==> src/rtl/mem_xfer_ctrl.sv <==
// Block-copy sequencer: reads one source word, waits RD_LAT cycles for the data,
// writes it to the destination, and repeats until the word count is exhausted or aborted.
module mem_xfer_ctrl #(
    parameter int ADDR_W = 5,
    parameter int DATA_W = 8,
    parameter int RD_LAT = 1
) (
    input  logic              clk,
    input  logic              rstor,
    input  logic              start,
    input  logic [ADDR_W-1:0] src_base,
    input  logic [ADDR_W-1:0] dst_base,
    input  logic [ADDR_W:0]   len,
    input  logic              abort,
    output logic              rd_en,
    output logic [ADDR_W-1:0] rd_addr,
    input  logic [DATA_W-1:0] rd_data,
    output logic              wr_en,
    output logic [ADDR_W-1:0] wr_addr,
    output logic [DATA_W-1:0] wr_data,
    output logic              busy,
    output logic              done,
    output logic              aborted,
    output logic [ADDR_W:0]   xfer_cnt
);

    typedef enum logic [2:0] {
        S_IDLE  = 3'd0,
        S_READ  = 3'd1,
        S_WAIT  = 3'd2,
        S_WRITE = 3'd3,
        S_DONE  = 3'd4
    } state_t;

    localparam logic [ADDR_W-1:0] A_ONE     = {{(ADDR_W-1){1'b0}}, 1'b1};
    localparam logic [ADDR_W:0]   C_ONE     = {{ADDR_W{1'b0}}, 1'b1};
    localparam logic [ADDR_W:0]   C_ZERO    = {(ADDR_W+1){1'b0}};
    localparam logic [2:0]        WAIT_LAST = 3'(RD_LAT - 1);

    state_t              r_state;
    logic [ADDR_W-1:0]   r_src;
    logic [ADDR_W-1:0]   r_dst;
    logic [ADDR_W:0]     r_rem;
    logic [ADDR_W:0]     r_cnt;
    logic [DATA_W-1:0]   r_data;
    logic [2:0]          r_wait;
    logic                r_rd_en;
    logic [ADDR_W-1:0]   r_rd_addr;
    logic                r_wr_en;
    logic [ADDR_W-1:0]   r_wr_addr;
    logic                r_busy;
    logic                r_done;
    logic                r_aborted;

    logic [ADDR_W-1:0]   w_src_nxt;
    logic [ADDR_W-1:0]   w_dst_nxt;
    logic                w_last;

    assign w_src_nxt = r_src + A_ONE;
    assign w_dst_nxt = r_dst + A_ONE;
    assign w_last    = (r_rem == C_ONE);

    // Sequencer FSM; every output is set on the edge entering the state that owns it.
    always_ff @(posedge clk or posedge rstor) begin
        if (rstor) begin
            r_state   <= S_IDLE;
            r_src     <= {ADDR_W{1'b0}};
            r_dst     <= {ADDR_W{1'b0}};
            r_rem     <= C_ZERO;
            r_cnt     <= C_ZERO;
            r_data    <= {DATA_W{1'b0}};
            r_wait    <= 3'd0;
            r_rd_en   <= 1'b0;
            r_rd_addr <= {ADDR_W{1'b0}};
            r_wr_en   <= 1'b0;
            r_wr_addr <= {ADDR_W{1'b0}};
            r_busy    <= 1'b0;
            r_done    <= 1'b0;
            r_aborted <= 1'b0;
        end else begin
            case (r_state)
                S_IDLE: begin
                    if (start) begin
                        r_src     <= src_base;
                        r_dst     <= dst_base;
                        r_rem     <= len;
                        r_cnt     <= C_ZERO;
                        r_aborted <= 1'b0;
                        if (len == C_ZERO) begin
                            r_state <= S_DONE;
                            r_done  <= 1'b1;
                        end else begin
                            r_state   <= S_READ;
                            r_rd_en   <= 1'b1;
                            r_rd_addr <= src_base;
                            r_busy    <= 1'b1;
                        end
                    end
                end
                S_READ: begin
                    r_rd_en <= 1'b0;
                    if (abort) begin
                        r_state   <= S_DONE;
                        r_busy    <= 1'b0;
                        r_done    <= 1'b1;
                        r_aborted <= 1'b1;
                    end else begin
                        r_state <= S_WAIT;
                        r_wait  <= 3'd0;
                    end
                end
                S_WAIT: begin
                    // An abort here drops the in-flight read; nothing is written.
                    if (abort) begin
                        r_state   <= S_DONE;
                        r_busy    <= 1'b0;
                        r_done    <= 1'b1;
                        r_aborted <= 1'b1;
                    end else if (r_wait == WAIT_LAST) begin
                        r_data    <= rd_data;
                        r_state   <= S_WRITE;
                        r_wr_en   <= 1'b1;
                        r_wr_addr <= r_dst;
                    end else begin
                        r_wait <= r_wait + 3'd1;
                    end
                end
                S_WRITE: begin
                    r_wr_en <= 1'b0;
                    r_cnt   <= r_cnt + C_ONE;
                    r_rem   <= r_rem - C_ONE;
                    r_src   <= w_src_nxt;
                    r_dst   <= w_dst_nxt;
                    if (abort || w_last) begin
                        r_state   <= S_DONE;
                        r_busy    <= 1'b0;
                        r_done    <= 1'b1;
                        r_aborted <= abort;
                    end else begin
                        r_state   <= S_READ;
                        r_rd_en   <= 1'b1;
                        r_rd_addr <= w_src_nxt;
                    end
                end
                S_DONE: begin
                    r_done  <= 1'b0;
                    r_state <= S_IDLE;
                end
                default: begin
                    r_state <= S_IDLE;
                    r_rd_en <= 1'b0;
                    r_wr_en <= 1'b0;
                    r_busy  <= 1'b0;
                    r_done  <= 1'b0;
                end
            endcase
        end
    end

    assign rd_en    = r_rd_en;
    assign rd_addr  = r_rd_addr;
    assign wr_en    = r_wr_en;
    assign wr_addr  = r_wr_addr;
    assign wr_data  = r_data;
    assign busy     = r_busy;
    assign done     = r_done;
    assign aborted  = r_aborted;
    assign xfer_cnt = r_cnt;

endmodule

==> config.mk <==
export PLATFORM = sky130hd
export DESIGN_NAME = mem_xfer_ctrl
export DESIGN_NICKNAME = d
export VERILOG_FILES = /design/src/rtl/mem_xfer_ctrl.sv
export SDC_FILE = /design/constraint.sdc
export NUM_CORES = 1
export LEC_CHECK = 0
export CAP_MARGIN = 10
export CORE_MARGIN = 3
export CORE_UTILIZATION = 55
export DETAILED_ROUTE_END_ITERATION = 8
export PLACE_DENSITY = 0.86
export SLEW_MARGIN = 20
export SYNTH_ARGS = -nofsm -noshare
export SYNTH_HDL_FRONTEND = slang
export SYNTH_SLANG_ARGS = --single-unit
==> constraint.sdc <==
create_clock -name clk -period 3.7 [get_ports clk]
set_clock_uncertainty 0.1 [all_clocks]
set_input_delay 0.74 -clock clk [delete_from_list [all_inputs] [get_ports clk]]
set_output_delay 0.74 -clock clk [all_outputs]
set_load 0.05 [all_outputs]
; Yosys cells after proc, flatten, opt, wreduce, memory -nomap -nowiden
; Index checks and enable logic that the tools add are counted.
[totals]
ff_bits = 51
inputBits = 28
output_inout_bits = 29
elab_cells = 100
[op_classes]
addsub = 5
eq_ne = 16
mux = 41
bitwise_logic = 4
n_reduce_logical = 20
[op_table]
columns = operator, n
row1 = $pmux 5 s2, 3
row2 = $mux 3, 9
row3 = $mux 5, 5
row4 = $pmux 6 s2, 2
row5 = $reduce_and 4->1, 5
row6 = $ne 2x2->1 const B, 9
row7 = $mux 1, 13
row8 = $mux 6, 2
row9 = $pmux 3 s4, 1
row10 = $add 5x1->5 const B, 2
row11 = $pmux 1 s3, 3
row12 = $add 6x1->6 const B, 1
row13 = $eq 3x2->1 const B, 2
row14 = $eq 6x1->1 const B, 1
row15 = $logic_not 3->1, 2
row16 = $logic_not 6->1, 1
row17 = $pmux 3 s2, 1
row18 = $reduce_and 3->1, 2
row19 = $sub 6x1->6 const B, 1
row20 = $reduce_and 5->1, 1
row21 = $not 1->1, 4
row22 = $pmux 1 s4, 1
row23 = $reduce_and 2->1, 2
row24 = $reduce_bool 2->1, 2
row25 = other kinds (10), 11

; Logic depth before layout (Yosys ltp)
[logic_depth]
word_depth = 4
depth_mapped = 7
depth_no_buf = 6

; Worst setup path before layout
; Ideal clock, no wire load.
[synth_timing]
path_type = input to register
start = in len[2]
end = reg r_rd_addr[0], in the netlist rd_addr[0]
setup_time_ns = 0.125
t_arrival_ns = 1.665
required_ns = 3.475
path_slack_ns = 1.810
cell_stages = 4
path_cell_list = nor2_1 -> nand3_1 -> a32oi_4 -> mux2_2
[synth_between]
elab_chain_len = 3
[synth_rtl]
columns = element, line
row1 = start: declaration, 13  ; input logic [ADDR_W:0] len,
row2 = $logic_not 6->1, 89  ; if (len == C_ZERO) begin
row3 = $ne 2x2->1 (no line), n/a
row4 = $reduce_and 4->1 (no line), n/a
row5 = end signal: assignment, 74  ; r_rd_addr <= {ADDR_W{1'b0}};
row6 = end signal: assignment, 95  ; r_rd_addr <= src_base;
row7 = end signal: assignment, 142  ; r_rd_addr <= w_src_nxt;
row8 = end: declaration, 48  ; logic [ADDR_W-1:0] r_rd_addr;
; Every way passes these cells.
; A chain may end at the register's enable or synchronous reset.

; Final worst setup path
[layout_timing]
start = reg r_state[0]
end = reg r_rem[5]
[layout_between]
elab_chain_len = 3
word_cells_on_any_way = 6
cone_classes = 2 x eq/ne / 1 x mux / 3 x reduce/logical
[layout_rtl]
columns = element, line
row1 = start: declaration, 40  ; state_t r_state;
row2 = start signal: assignment, 66  ; r_state <= S_IDLE;
row3 = start signal: assignment, 90  ; r_state <= S_DONE;
row4 = start signal: assignment, 93  ; r_state <= S_READ;
row5 = $eq 3x2->1 or $logic_not 3->1 (tied branches), 81  ; case (r_state)
row6 = $reduce_bool 2->1 (no line) or $ne 2x2->1 (tied branches), n/a
row7 = $reduce_and 2->1 (no line), n/a
row8 = end signal: assignment, 86  ; r_rem <= len;
row9 = end signal: assignment, 131  ; r_rem <= r_rem - C_ONE;
row10 = end: declaration, 43  ; logic [ADDR_W:0] r_rem;
; Several ways; a longest one is shown, not always the timed one.

==> flow_summary.ini <==
[clock_network]
cts_resized = 0
cts_buffers = 5
cts.sinks = 51
cts_buffer_depth = 2
root_buffer = clkbuf_8
clk_latency_ns = 0.31
htree_levels = 2
holdBufCountCts = 0
post-cts-setup-buffer-count = 0
cts_tree = built
clk_pin_slew_ns = 0.10

[route]
via_per_inst = 5.89
drt.antenna.violating_nets = 0
routedWlPerCell_um = 15.7
first_pass_iters = 4
routed_wl_um = 5670
vias = 2127
drc = 0
dr.first_iter.drc_count = 211

[synthesis]
avgSynthCellArea_um2 = 10.3
synth-edff-count = 0
synth-seq-cells = 51
netlist_top_cells_area = dfrtp_1 (48%), mux2_2 (6.0%), o21ai_0 (4.5%)
synth_top_area_cell = dfrtp_1
async_reset_ff_share_pct = 100
synth_nets = 292
yosysTopAreaCellShare_pct = 48.3
yosysWarnings = 0
synth_cell_types = 53
ys.flop_type = dfrtp_1
syn_area_um2 = 2640
syn-instance-count = 257
ys_seq_area_share_pct = 48.3

[worst_setup_path]
worst_ep_arrival_time_ns = 2.51
criticalPathCategory = reg -> reg
critPathLaunchType = register
end_kind = register
r2r_cells = 4
required_ns = 3.76
path_max_fanout = 22

[placed_design]
dpl.cell_count = 353
place_congestion = 0.850
place_hpwl_um = 4030
place.port_buffers = 56

[floorplan]
die_area_um2 = 5670
core_area_um2 = 4500
die_h_um = 75.3
num_rows = 24
start_util_pct = 58.6
pin_count = 57
die_w_um = 75.3

[cells_and_area]
antenna_cells = 0
syn_to_final_growth_pct = 23.7
nFillCells = 339
final_util_pct = 72.5
drive_gt1_share_pct = 12.3
fin_cells = 361
nets = 343

[pwr]
p_per_area_nw_per_um2 = 877
ir_worst_vdd_uv = 553
power_leakage_nw = 1.39
finalPower_mw = 2.86

[sta]
fmax_mhz = 407
relSlewSlack_pct = 40.0
min_period_ns = 2.46
worstMarginPinSlew_ns = 0.901
finalCritPeriodShare_pct = 66.4
slew_viol_final = 0
hold_viol = 0
grt_setup_unrepaired = false
timing.hold.ws_ns = 0.386
totalNegativeSetupSlack_ns = 0
finalSetupViolations = 0

[global_routing]
grt-ovfl-total = 0
grt_pass1_wl_um = 9230
grt_pass1_vias = 2034
grt.total_usage_pct = 21.2
antenna_found_initial = 0
grt_max_degree = 52

[status]
outcome = completed

[min_path]
worstHoldPathCells = 2
hold_path_class = reg -> reg

[job]
maxCapViolations = 0
per-stage QoR:
stage,cell area (µm²),worst slack [ns]
after floorplan,2640,1.63
after global placement,3180,1.05
after detailed placement,3180,0.990
after CTS,3270,1.26
after global routing,3270,1.07
final,3270,1.24
final timing paths:
kind                            start         end  slack [ns]
setup / recovery           r_state[0]    r_rem[5]        1.24
hold / removal             wr_addr[2]  wr_addr[2]        0.39
setup reg to reg           r_state[0]    r_rem[5]        1.24
hold reg to reg            wr_addr[2]  wr_addr[2]        0.39
max in group asynchronous       rstor  r_state[2]        2.18
min in group asynchronous       rstor  wr_data[2]        0.79
routing by layer:
metal | vias up | global-route usage (%) | wire, µm
li1 | 1026 | - | -
met2 | 55 | 36.1 | 2790
met4 | 0 | 3.88 | 40
met3 | 6 | 5.28 | 299
met5 | - | 0 | 0
met1 | 1040 | 27.9 | 2540
where the power goes:
part / internal (mW) / switching (mW) / total, mW
clock network: 0.132 / 0.192 / 0.324
registers: 0.793 / 0.222 / 1.01
logic: 0.590 / 0.936 / 1.53
worst max-delay path, stage by stage, from the launching register on:
cell and delay, ns:
dfrtp_1 0.70, and3b_1 0.85, nor2_2 0.29, o21ai_0 0.22
o311ai_0 0.14
kinds of logic (layout without fill, tap and decap cells):
| group | after synthesis | count (layout) | synth area share [%] |
|---|---|---|---|
| flip-flops | 51 | 51 | 48.3 |
| XOR/XNOR | 1 | 1 | 0.332 |
| AND/OR/NAND/NOR | 83 | 83 | 17.1 |
| multiplexers | 17 | 17 | 7.11 |
| buffers and inverters | 26 | 78 | 5.40 |
| AO/OA/AOI/OAI | 72 | 72 | 18.4 |
| adder cells (fa/ha/maj) | 7 | 7 | 3.32 |
sequential cells by signal, indices dropped and copies added, names as in the netlist:
name,cells
r_src,5
r_state,3
busy,1
rd_en,1
xfer_cnt,6
wr_addr,5
r_dst,5
rd_addr,5
aborted,1
wr_en,1
wr_data,8
done,1
r_rem,6
r_wait,3
Yosys cell counts (all sizes together), types with 2 or more instances:
library cell  instances
a211o                 2
a211oi                2
a21oi                15
a22oi                 3
and2                  2
and3b                 2
buf                  10
clkbuf                2
dfrtp                51
ha                    7
inv                  14
mux2                 14
mux2i                 3
nand2                25
nand2b                6
nand3                12
nand3b                3
nand4                 3
nor2                 22
nor4b                 2
o211ai                2
o21a                  2
o21ai                28
o22ai                 4
o311ai                3
layout make-up:
| class | instances | area, µm² | area share [%] |
|---|---|---|---|
| well taps | 52 | 65.1 | 1.99 |
| repair buffers | 56 | 561 | 17.2 |
| inverters | 14 | 53.8 | 1.65 |
| clock inverters | 3 | 20.0 | 0.613 |
| clock buffers | 5 | 68.8 | 2.11 |
| flip-flops and latches | 51 | 1280 | 39.1 |
| multi-input cells | 180 | 1220 | 37.4 |
cells in the final DEF, fill, tap and decap left out, types with 2 or more instances in the layout:
| master | netlist | routed |
|---|---|---|
| and2_1 | 2 | 2 |
| clkdlybuf4s50_1 | 0 | 56 |
| nand3_1 | 11 | 11 |
| o22ai_1 | 4 | 4 |
| o21ai_1 | 4 | 4 |
| nor2_1 | 21 | 21 |
| a211oi_2 | 2 | 2 |
| nand2b_1 | 6 | 6 |
| a21oi_1 | 14 | 14 |
| o311ai_0 | 2 | 2 |
| a22oi_1 | 3 | 3 |
| dfrtp_1 | 51 | 51 |
| inv_1 | 14 | 13 |
| clkinv_2 | 0 | 2 |
| ha_1 | 7 | 7 |
| o21a_1 | 2 | 2 |
| o21ai_0 | 24 | 24 |
| nand2_1 | 24 | 24 |
| o211ai_1 | 2 | 2 |
| mux2i_1 | 3 | 3 |
| nand4_1 | 3 | 3 |
| clkbuf_8 | 0 | 5 |
| nand3b_1 | 2 | 2 |
| a211o_1 | 2 | 2 |
| mux2_2 | 14 | 14 |
| and3b_1 | 2 | 2 |
| clkinvlp_4 | 0 | 2 |
Note: power is estimated with default switching activity, not from simulation.
